--- src/rtl/fifo_byte_drain_if.sv ---
// fifo_byte_drain_if: upstream FIFO read port plus downstream valid/ready byte stream.
interface fifo_byte_drain_if;
   logic       i_fifo_empty;
   logic [7:0] i_fifo_rdata;
   logic       o_fifo_rden;
   logic       o_m_valid;
   logic       i_m_ready;
   logic [7:0] o_m_data;
   logic       o_m_last;
   modport slave (
      input  i_fifo_empty, i_fifo_rdata, i_m_ready,
      output o_fifo_rden, o_m_valid, o_m_data, o_m_last
   );
   modport master (
      output i_fifo_empty, i_fifo_rdata, i_m_ready,
      input  o_fifo_rden, o_m_valid, o_m_data, o_m_last
   );
endinterface

--- src/rtl/fifo_byte_drain.sv ---
// fifo_byte_drain: drains an upstream FIFO into a small buffer and emits fixed-length byte packets.
module fifo_byte_drain #(
   parameter int PKT_LEN   = 16,
   parameter int BUF_DEPTH = 4
) (
   input  logic                  clk,
   input  logic                  reset,
   input  logic                  i_enable,
   fifo_byte_drain_if.slave      bus,
   output logic [15:0]           o_byte_cnt,
   output logic                  o_busy
);
   localparam int AW = $clog2(BUF_DEPTH);
   localparam logic [AW:0] DEPTH = (AW+1)'(BUF_DEPTH);
   localparam logic [15:0] LAST = 16'(PKT_LEN - 1);
   typedef enum logic [1:0] {IDLE, RUN, DRAIN} state_t;
   state_t        state;
   logic [7:0]    mem [BUF_DEPTH];
   logic [AW-1:0] head, tail;
   logic [AW:0]   occ;
   logic          in_flight;
   logic [15:0]   pkt;
   logic          pop;
   always_comb begin
      // credit counts the in-flight byte; a same-cycle pop frees nothing yet
      bus.o_fifo_rden = state == RUN && !bus.i_fifo_empty && (occ + (AW+1)'(in_flight)) < DEPTH;
      bus.o_m_valid   = occ != '0;
      bus.o_m_data    = bus.o_m_valid ? mem[head] : 8'h00;
      bus.o_m_last    = bus.o_m_valid && pkt == LAST;
      pop             = bus.o_m_valid && bus.i_m_ready;
      o_busy          = state != IDLE;
   end
   always_ff @(posedge clk) if (in_flight) mem[tail] <= bus.i_fifo_rdata;
   always_ff @(posedge clk or negedge reset) begin
      if (!reset) begin
         state      <= IDLE;
         head       <= '0;
         tail       <= '0;
         occ        <= '0;
         in_flight  <= 1'b0;
         pkt        <= '0;
         o_byte_cnt <= '0;
      end else begin
         in_flight <= bus.o_fifo_rden;
         occ       <= occ + (AW+1)'(in_flight) - (AW+1)'(pop);
         if (in_flight) tail <= tail + 1'b1;
         if (pop) begin
            head       <= head + 1'b1;
            pkt        <= pkt == LAST ? 16'd0 : pkt + 16'd1;
            o_byte_cnt <= o_byte_cnt + 16'd1;
         end
         state <= state == IDLE ? (i_enable ? RUN : IDLE) :
                  state == RUN  ? (i_enable ? RUN : DRAIN) :
                  i_enable      ? RUN :
                  (occ == '0 && !in_flight) ? IDLE : DRAIN;
      end
   end
endmodule
--- src/flat_wrapper.sv ---
// flat-port wrapper written by rule: the top's interface ports become plain ports
module fifo_byte_drain_flat 
#(
   parameter int PKT_LEN   = 16,
   parameter int BUF_DEPTH = 4
)
  (clk, reset, i_enable, o_byte_cnt, o_busy, bus_i_fifo_empty, bus_i_fifo_rdata, bus_i_m_ready, bus_o_fifo_rden, bus_o_m_valid, bus_o_m_data, bus_o_m_last);
  fifo_byte_drain_if bus_i ();
  input  logic clk;
  input  logic reset;
  input  logic i_enable;
  output logic [15:0] o_byte_cnt;
  output logic o_busy;
  input wire logic [$bits(bus_i.i_fifo_empty)-1:0] bus_i_fifo_empty;
  input wire logic [$bits(bus_i.i_fifo_rdata)-1:0] bus_i_fifo_rdata;
  input wire logic [$bits(bus_i.i_m_ready)-1:0] bus_i_m_ready;
  output wire logic [$bits(bus_i.o_fifo_rden)-1:0] bus_o_fifo_rden;
  output wire logic [$bits(bus_i.o_m_valid)-1:0] bus_o_m_valid;
  output wire logic [$bits(bus_i.o_m_data)-1:0] bus_o_m_data;
  output wire logic [$bits(bus_i.o_m_last)-1:0] bus_o_m_last;
  assign bus_i.i_fifo_empty = bus_i_fifo_empty;
  assign bus_i.i_fifo_rdata = bus_i_fifo_rdata;
  assign bus_i.i_m_ready = bus_i_m_ready;
  assign bus_o_fifo_rden = bus_i.o_fifo_rden;
  assign bus_o_m_valid = bus_i.o_m_valid;
  assign bus_o_m_data = bus_i.o_m_data;
  assign bus_o_m_last = bus_i.o_m_last;
  fifo_byte_drain #(.PKT_LEN(PKT_LEN), .BUF_DEPTH(BUF_DEPTH)) u_core (.clk(clk), .reset(reset), .i_enable(i_enable), .bus(bus_i), .o_byte_cnt(o_byte_cnt), .o_busy(o_busy));
endmodule
--- config.mk ---
export PLATFORM = sky130hd
export DESIGN_NAME = fifo_byte_drain_flat
export DESIGN_NICKNAME = d
export VERILOG_FILES = /design/src/rtl/fifo_byte_drain_if.sv /design/src/rtl/fifo_byte_drain.sv /design/src/flat_wrapper.sv
export SDC_FILE = /design/constraint.sdc
export NUM_CORES = 1
export LEC_CHECK = 0
export ABC_CLOCK_PERIOD_IN_PS = 2100
export BUFFER_PORTS_ARGS = -buffer_cell sky130_fd_sc_hd__buf_4
export CAP_MARGIN = 0
export CORE_MARGIN = 2
export CORE_UTILIZATION = 35
export CTS_CLUSTER_SIZE = 24
export DETAILED_ROUTE_END_ITERATION = 10
export GPL_TIMING_DRIVEN = 0
export PLACE_DENSITY = 0.58
export SLEW_MARGIN = 5
export SYNTH_ARGS = -nofsm -noshare
export SYNTH_HDL_FRONTEND = slang
export SYNTH_SLANG_ARGS = --single-unit
--- constraint.sdc ---
create_clock -name clk -period 2.1 [get_ports clk]
set_clock_uncertainty 0.15 [all_clocks]
set_input_delay 0.315 -clock clk [delete_from_list [all_inputs] [get_ports clk]]
set_output_delay 0.315 -clock clk [all_outputs]
set_load 0.01 [all_outputs]
; Word level (Yosys, flattened, before mapping)
; Memories as Yosys holds them, arrays and structs flattened.
; Cells that the tools add are included.
[totals]
ff_bits = 42
latchBits = 0
ramBits = 32
romBits = 0
inputBits = 13
out_inout_bits = 28
wordCells = 38
mem_count = 1
[mem_list]
columns = memory, words, width, rd, rd_ports_with_merged_regs, wr, line_no
row1 = u_core.mem, 4, 8, 1, 0, 1, fifo_byte_drain.sv:18  ; logic [7:0] mem [BUF_DEPTH];
[op_classes]
add_sub_neg = 6
n_mul = 0
div = 0
n_lt_le_gt_ge = 1
n_eq_ne = 2
n_shift = 0
n_mux = 10
bitwise = 0
reduce_logical = 11
[ops]
columns = cell, count
row1 = 16-bit by 1-bit adder with 16-bit output (second input constant), 2
row2 = 16-bit by 4-bit equality test with 1-bit output (second input constant), 1
row3 = 16-bit two-way mux, 1
row4 = 2-bit two-way mux, 5
row5 = 8-bit two-way mux, 1
row6 = 1-bit logical AND, 5
row7 = 2-bit by 1-bit adder with 2-bit output (second input constant), 2
row8 = 3-bit by 1-bit adder with 3-bit output, 1
row9 = 3-bit zero test, 1
row10 = 3-bit < comparator (second input constant), 1
row11 = 1-bit two-way mux, 3
row12 = 3-bit nonzero test, 1
row13 = 3-bit by 1-bit subtractor with 3-bit output, 1
row14 = 2-bit by 1-bit equality test with 1-bit output (second input constant), 1
row15 = 1-bit zero test, 2
row16 = 2-bit zero test, 1
row17 = 2-bit nonzero test, 1

; Logic depth before layout (Yosys ltp)
[logic_depth]
ltp_word = 6
mapped_depth = 6
depth_no_buf = 5

; Worst setup path before layout
; No wires, ideal clock.
[synth_path]
path_type = register -> register
startpoint = register u_core.occ[2]
endpoint = register u_core.occ[2]
setup_time_ns = 0.124
t_arrival_ns = 1.472
t_required_ns = 1.826
setup_slack_ns = 0.354
path_stages_with_launch = 7
n_path_buf = 1
synth_period_minus_slack_ns = 1.746
path_cell_list = dfrtp_1 -> o31ai_4 -> buf_6 -> inv_2 -> ha_1 -> ha_1 -> xnor2_1
[synth_between]
elab_chain_cells = 3
elab_cells_between_ends = 4
cone_classes = add/sub: 2 / reduce/logical: 2
[synth_lines]
columns = element, line_no
row1 = "start, declared", fifo_byte_drain.sv:20  ; logic [AW:0] occ;
row2 = "start signal, assigned", fifo_byte_drain.sv:45  ; occ <= occ + (AW+1)'(in_flight) - (AW+1)'(pop);
row3 = 3-bit nonzero test, fifo_byte_drain.sv:27  ; bus.o_m_valid = occ != '0;
row4 = 1-bit logical AND, fifo_byte_drain.sv:30  ; pop = bus.o_m_valid && bus.i_m_ready;
row5 = named net u_core.pop, fifo_byte_drain.sv:23  ; logic pop;
row6 = 3-bit by 1-bit subtractor with 3-bit output, fifo_byte_drain.sv:45
; The timed path passes the listed nets, and every way through them passes these cells.
; A chain may end at the register's enable or synchronous reset.

; Worst setup path after layout
[layout_path]
startpoint = register u_core.in_flight
endpoint = output port bus_o_fifo_rden
[layout_between]
elab_chain_cells = 3
[layout_lines]
columns = element, line_no
row1 = "start, declared", fifo_byte_drain.sv:21  ; logic in_flight;
row2 = "start signal, assigned", fifo_byte_drain.sv:44  ; in_flight <= bus.o_fifo_rden;
row3 = 3-bit by 1-bit adder with 3-bit output, fifo_byte_drain.sv:26  ; bus.o_fifo_rden = state == RUN && !bus.i_fifo_empty && (occ + (AW+1)'(in_flight)) < DEPTH;
row4 = 3-bit < comparator, fifo_byte_drain.sv:26
row5 = 1-bit logical AND, fifo_byte_drain.sv:26
row6 = "end, declared", flat_wrapper.sv:17  ; output wire logic [$bits(bus_i.o_fifo_rden)-1:0] bus_o_fifo_rden;
; Every way passes these cells.

==> metrics.yaml <==
path_class: "flop to primary output"
insertion_delay_ns: 0.34
synth_edf_count: 32
timing.rr.start: "u_core.occ[0]"
outcome: "complete, but fails checks"
hold_viol_final: 0
place.detailed.hpwl_um: 3830
track_usage_pct: 12.7
vias: 1888
io-pin-count: 41
cpPeakStageDelay_ns: 0.41
cts_buffer_depth: 2
timing.final.crit_share_pct: 102
die_area_um2: 9880
num_rows: 34
crit_path_max_fanout: 2
postSynthNetCount: 252
ys_dominant_reg_cell: "dfrtp_1"
failed_checks: "negative setup slack"
synth_cells: 229
number_of_antenna_violations_at_the_first_check_in_global_routing: 0
post_route_cells_drive_above_1_share_pct: 31.1
slowest_cell_on_the_critical_path: "dfrtp_2"
route.detailed.drc: 0
timing.critical_path.from_type: "flop"
rsz0062_at_grt: "true"
fillers: 787
ctsRootBufferMaster: "clkbuf_8"
worstSetupEndpointType: "primary output"
mappedNetlistArea_um2: 3180
vias_per_cell: 4.71
synth.yosys.seq_area_share_pct: 63.2
min_period_ns: 2.14
clock_tree_from_tritoncts: "built"
area_used_by_multi_input_combinational_logic_um2: 1150
gp_congestion: 0.712
drv_slew: 0
share_of_flip_flops_with_an_asynchronous_set_or_reset_pct: 56.8
hold_path_class: "input port to flop"
worstHoldStart: "bus_i_fifo_rdata[1]"
maximum_number_of_pins_on_one_net_before_global_route_repair: 43
overflow: 0
die_w_um: 99.4
antenna_cells_inserted: 0
postRouteAntennaNets: 0
layout.nets: 311
max_freq_ghz: 0.468
final_ws_setup_ns: -0.0378
worst_pin_slew_ns: 0.534
drt_iter0_markers: 49
cts_sinks: 74
critPathRequiredTime_ns: 1.63
routed_wirelength_um: 5850
die_height_um: 99.4
postSynthAreaPerCell_um2: 13.9
synth.yosys.warnings: 0
htreeDepth: 3
number_of_global_route_vias_before_repair: 1900
worst_slew_margin_rel_pct: 64.4
numCtsBuffers: 9
wire_per_inst_um: 14.6
cts.clk_slew.worst_paths_ns: 0.08
netlist-cell-type-count: 35
layout.cells.non_filler: 401
area_growth_syn_to_layout_pct: 25.3
worstSetupStartpoint: "u_core.in_flight"
initial_core_util_pct: 36.3
port_buffers: 40
synth-seq-cells: 74
leakagePower_nw: 1.70
drv.max_cap_violation_count: 0
timing.final.setup_violations: 5
grt_pass1_wl_um: 9520
area.sequential_um2: 2010
total_power_mw: 4.67
drt_pass1_iterations: 4
core_um2: 8760
vdd_drop_max_mv: 0.367
worstPathCellList: "ha_2 > ha_4 > xnor2_2 > and3_4 > buf_4"
numPlacedInstances: 377
arrival_time_of_the_worst_setup_path_ns: 1.67
power.density_nw_per_um2: 1170
[final cells by class]
cell class	instances	share of cell area [%]
Buffer	3	0.847
Tap cell	108	3.39
Clock buffer	11	3.92
Multi-Input combinational cell	140	28.9
Timing Repair Buffer	49	9.34
Clock inverter	5	2.04
Sequential cell	74	50.5
Inverter	11	1.03
[synth_stat cells, types with 3 or more instances]
master | count | area share [%]
dfrtp_1 | 42 | 33
edfxtp_1 | 32 | 30
xnor2_1 | 24 | 6.6
nand2_1 | 22 | 2.6
nor2_1 | 13 | 1.5
nand3_1 | 12 | 1.9
ha_1 | 10 | 3.9
inv_1 | 10 | 1.2
mux4_2 | 8 | 5.7
nor2b_1 | 8 | 1.6
xor2_1 | 8 | 2.2
nand4_1 | 7 | 1.4
and2_1 | 4 | 0.79
and3_1 | 3 | 0.59
nor4_1 | 3 | 0.59
[state kept, by name, summed over array words and instances (netlist names)]
register           cells
u_core.occ             3
u_core.pkt            16
u_core.o_byte_cnt     16
u_core.tail            2
u_core.mem            32
u_core.in_flight       1
u_core.head            2
u_core.state           2
[kinds of logic after synthesis]
group           Yosys count  share of synthesized area, %
compound gates            6                          1.61
xor+xnor                 32                          8.80
fa+ha+maj                10                          3.93
buf+inv                  15                          2.04
flops                    74                          63.2
mux                       8                          5.66
simple gates             84                          14.8
[path summary, 6_finish.rpt]
check	end	slack [ns]	cells past startpoint
setup / recovery	bus_o_fifo_rden	-0.04	5
hold / removal	u_core.mem[1][1]	0.02	1
setup reg to reg	u_core.occ[2]	0.10	8
hold reg to reg	u_core.o_byte_cnt[15]	0.34	1
max in group asynchronous	u_core.in_flight	1.05	2
min in group asynchronous	u_core.o_byte_cnt[13]	0.33	2
[cells in the final DEF, fill, tap and decap left out, types with 4 or more instances in the layout]
cell      count
buf_4        47
dfrtp_1      40
edfxtp_1     32
xnor2_1      23
nand2_1      22
nor2_1       12
nand3_1      12
inv_1        10
clkbuf_8      9
mux4_2        8
nor2b_1       8
xor2_1        8
ha_1          8
nand4_1       7
and2_1        4
[repair_timing]
item                       CTS  global route
pin swaps                    4             1
hold endpoints to repair    44             0
cloned                       0             0
setup buffers                5             2
setup endpoints to repair   11            13
resized for setup           15             1
hold buffers                 2             0
[per-layer routing]
metal / wire [µm] / vias to the layer above / GRT usage (%)
met5: 0 / - / 0
met2: 2870 / 34 / 19.9
met4: 51 / 0 / 5.37
li1: - / 925 / -
met1: 2700 / 925 / 16.8
met3: 224 / 4 / 3.51
[stage by stage]
step	worst slack (ns)	instance area, µm²	util [%]	hold slack (ns)	TNS, ns
final	-0.0378	3990	45.5	0.0217	-0.110
after CTS	-0.0580	3970	45.3	0.00489	-0.387
after floorplan	0.354	3180	-	-0.131	0
after detailed placement	-0.135	3620	41.3	0.188	-0.678
after global routing	-0.133	3990	45.5	0.00807	-1.19
after global placement	-0.141	3620	41.3	0.190	-0.647
[power by group]
group | total (mW) | internal, mW | switching (mW)
Combinational | 1.35 | 0.746 | 0.602
Sequential | 2.03 | 1.74 | 0.291
Clock | 1.30 | 0.761 | 0.534
Total | 4.67 | 3.25 | 1.43
[critical path: cells and delay by family (launching register included)]
kind	cells	cell delay, ns
xor+xnor	1	0.21
simple gates	1	0.23
flops	1	0.41
fa+ha+maj	2	0.36
buf+inv	1	0.12
Note: power is estimated with default switching activity, not from simulation.
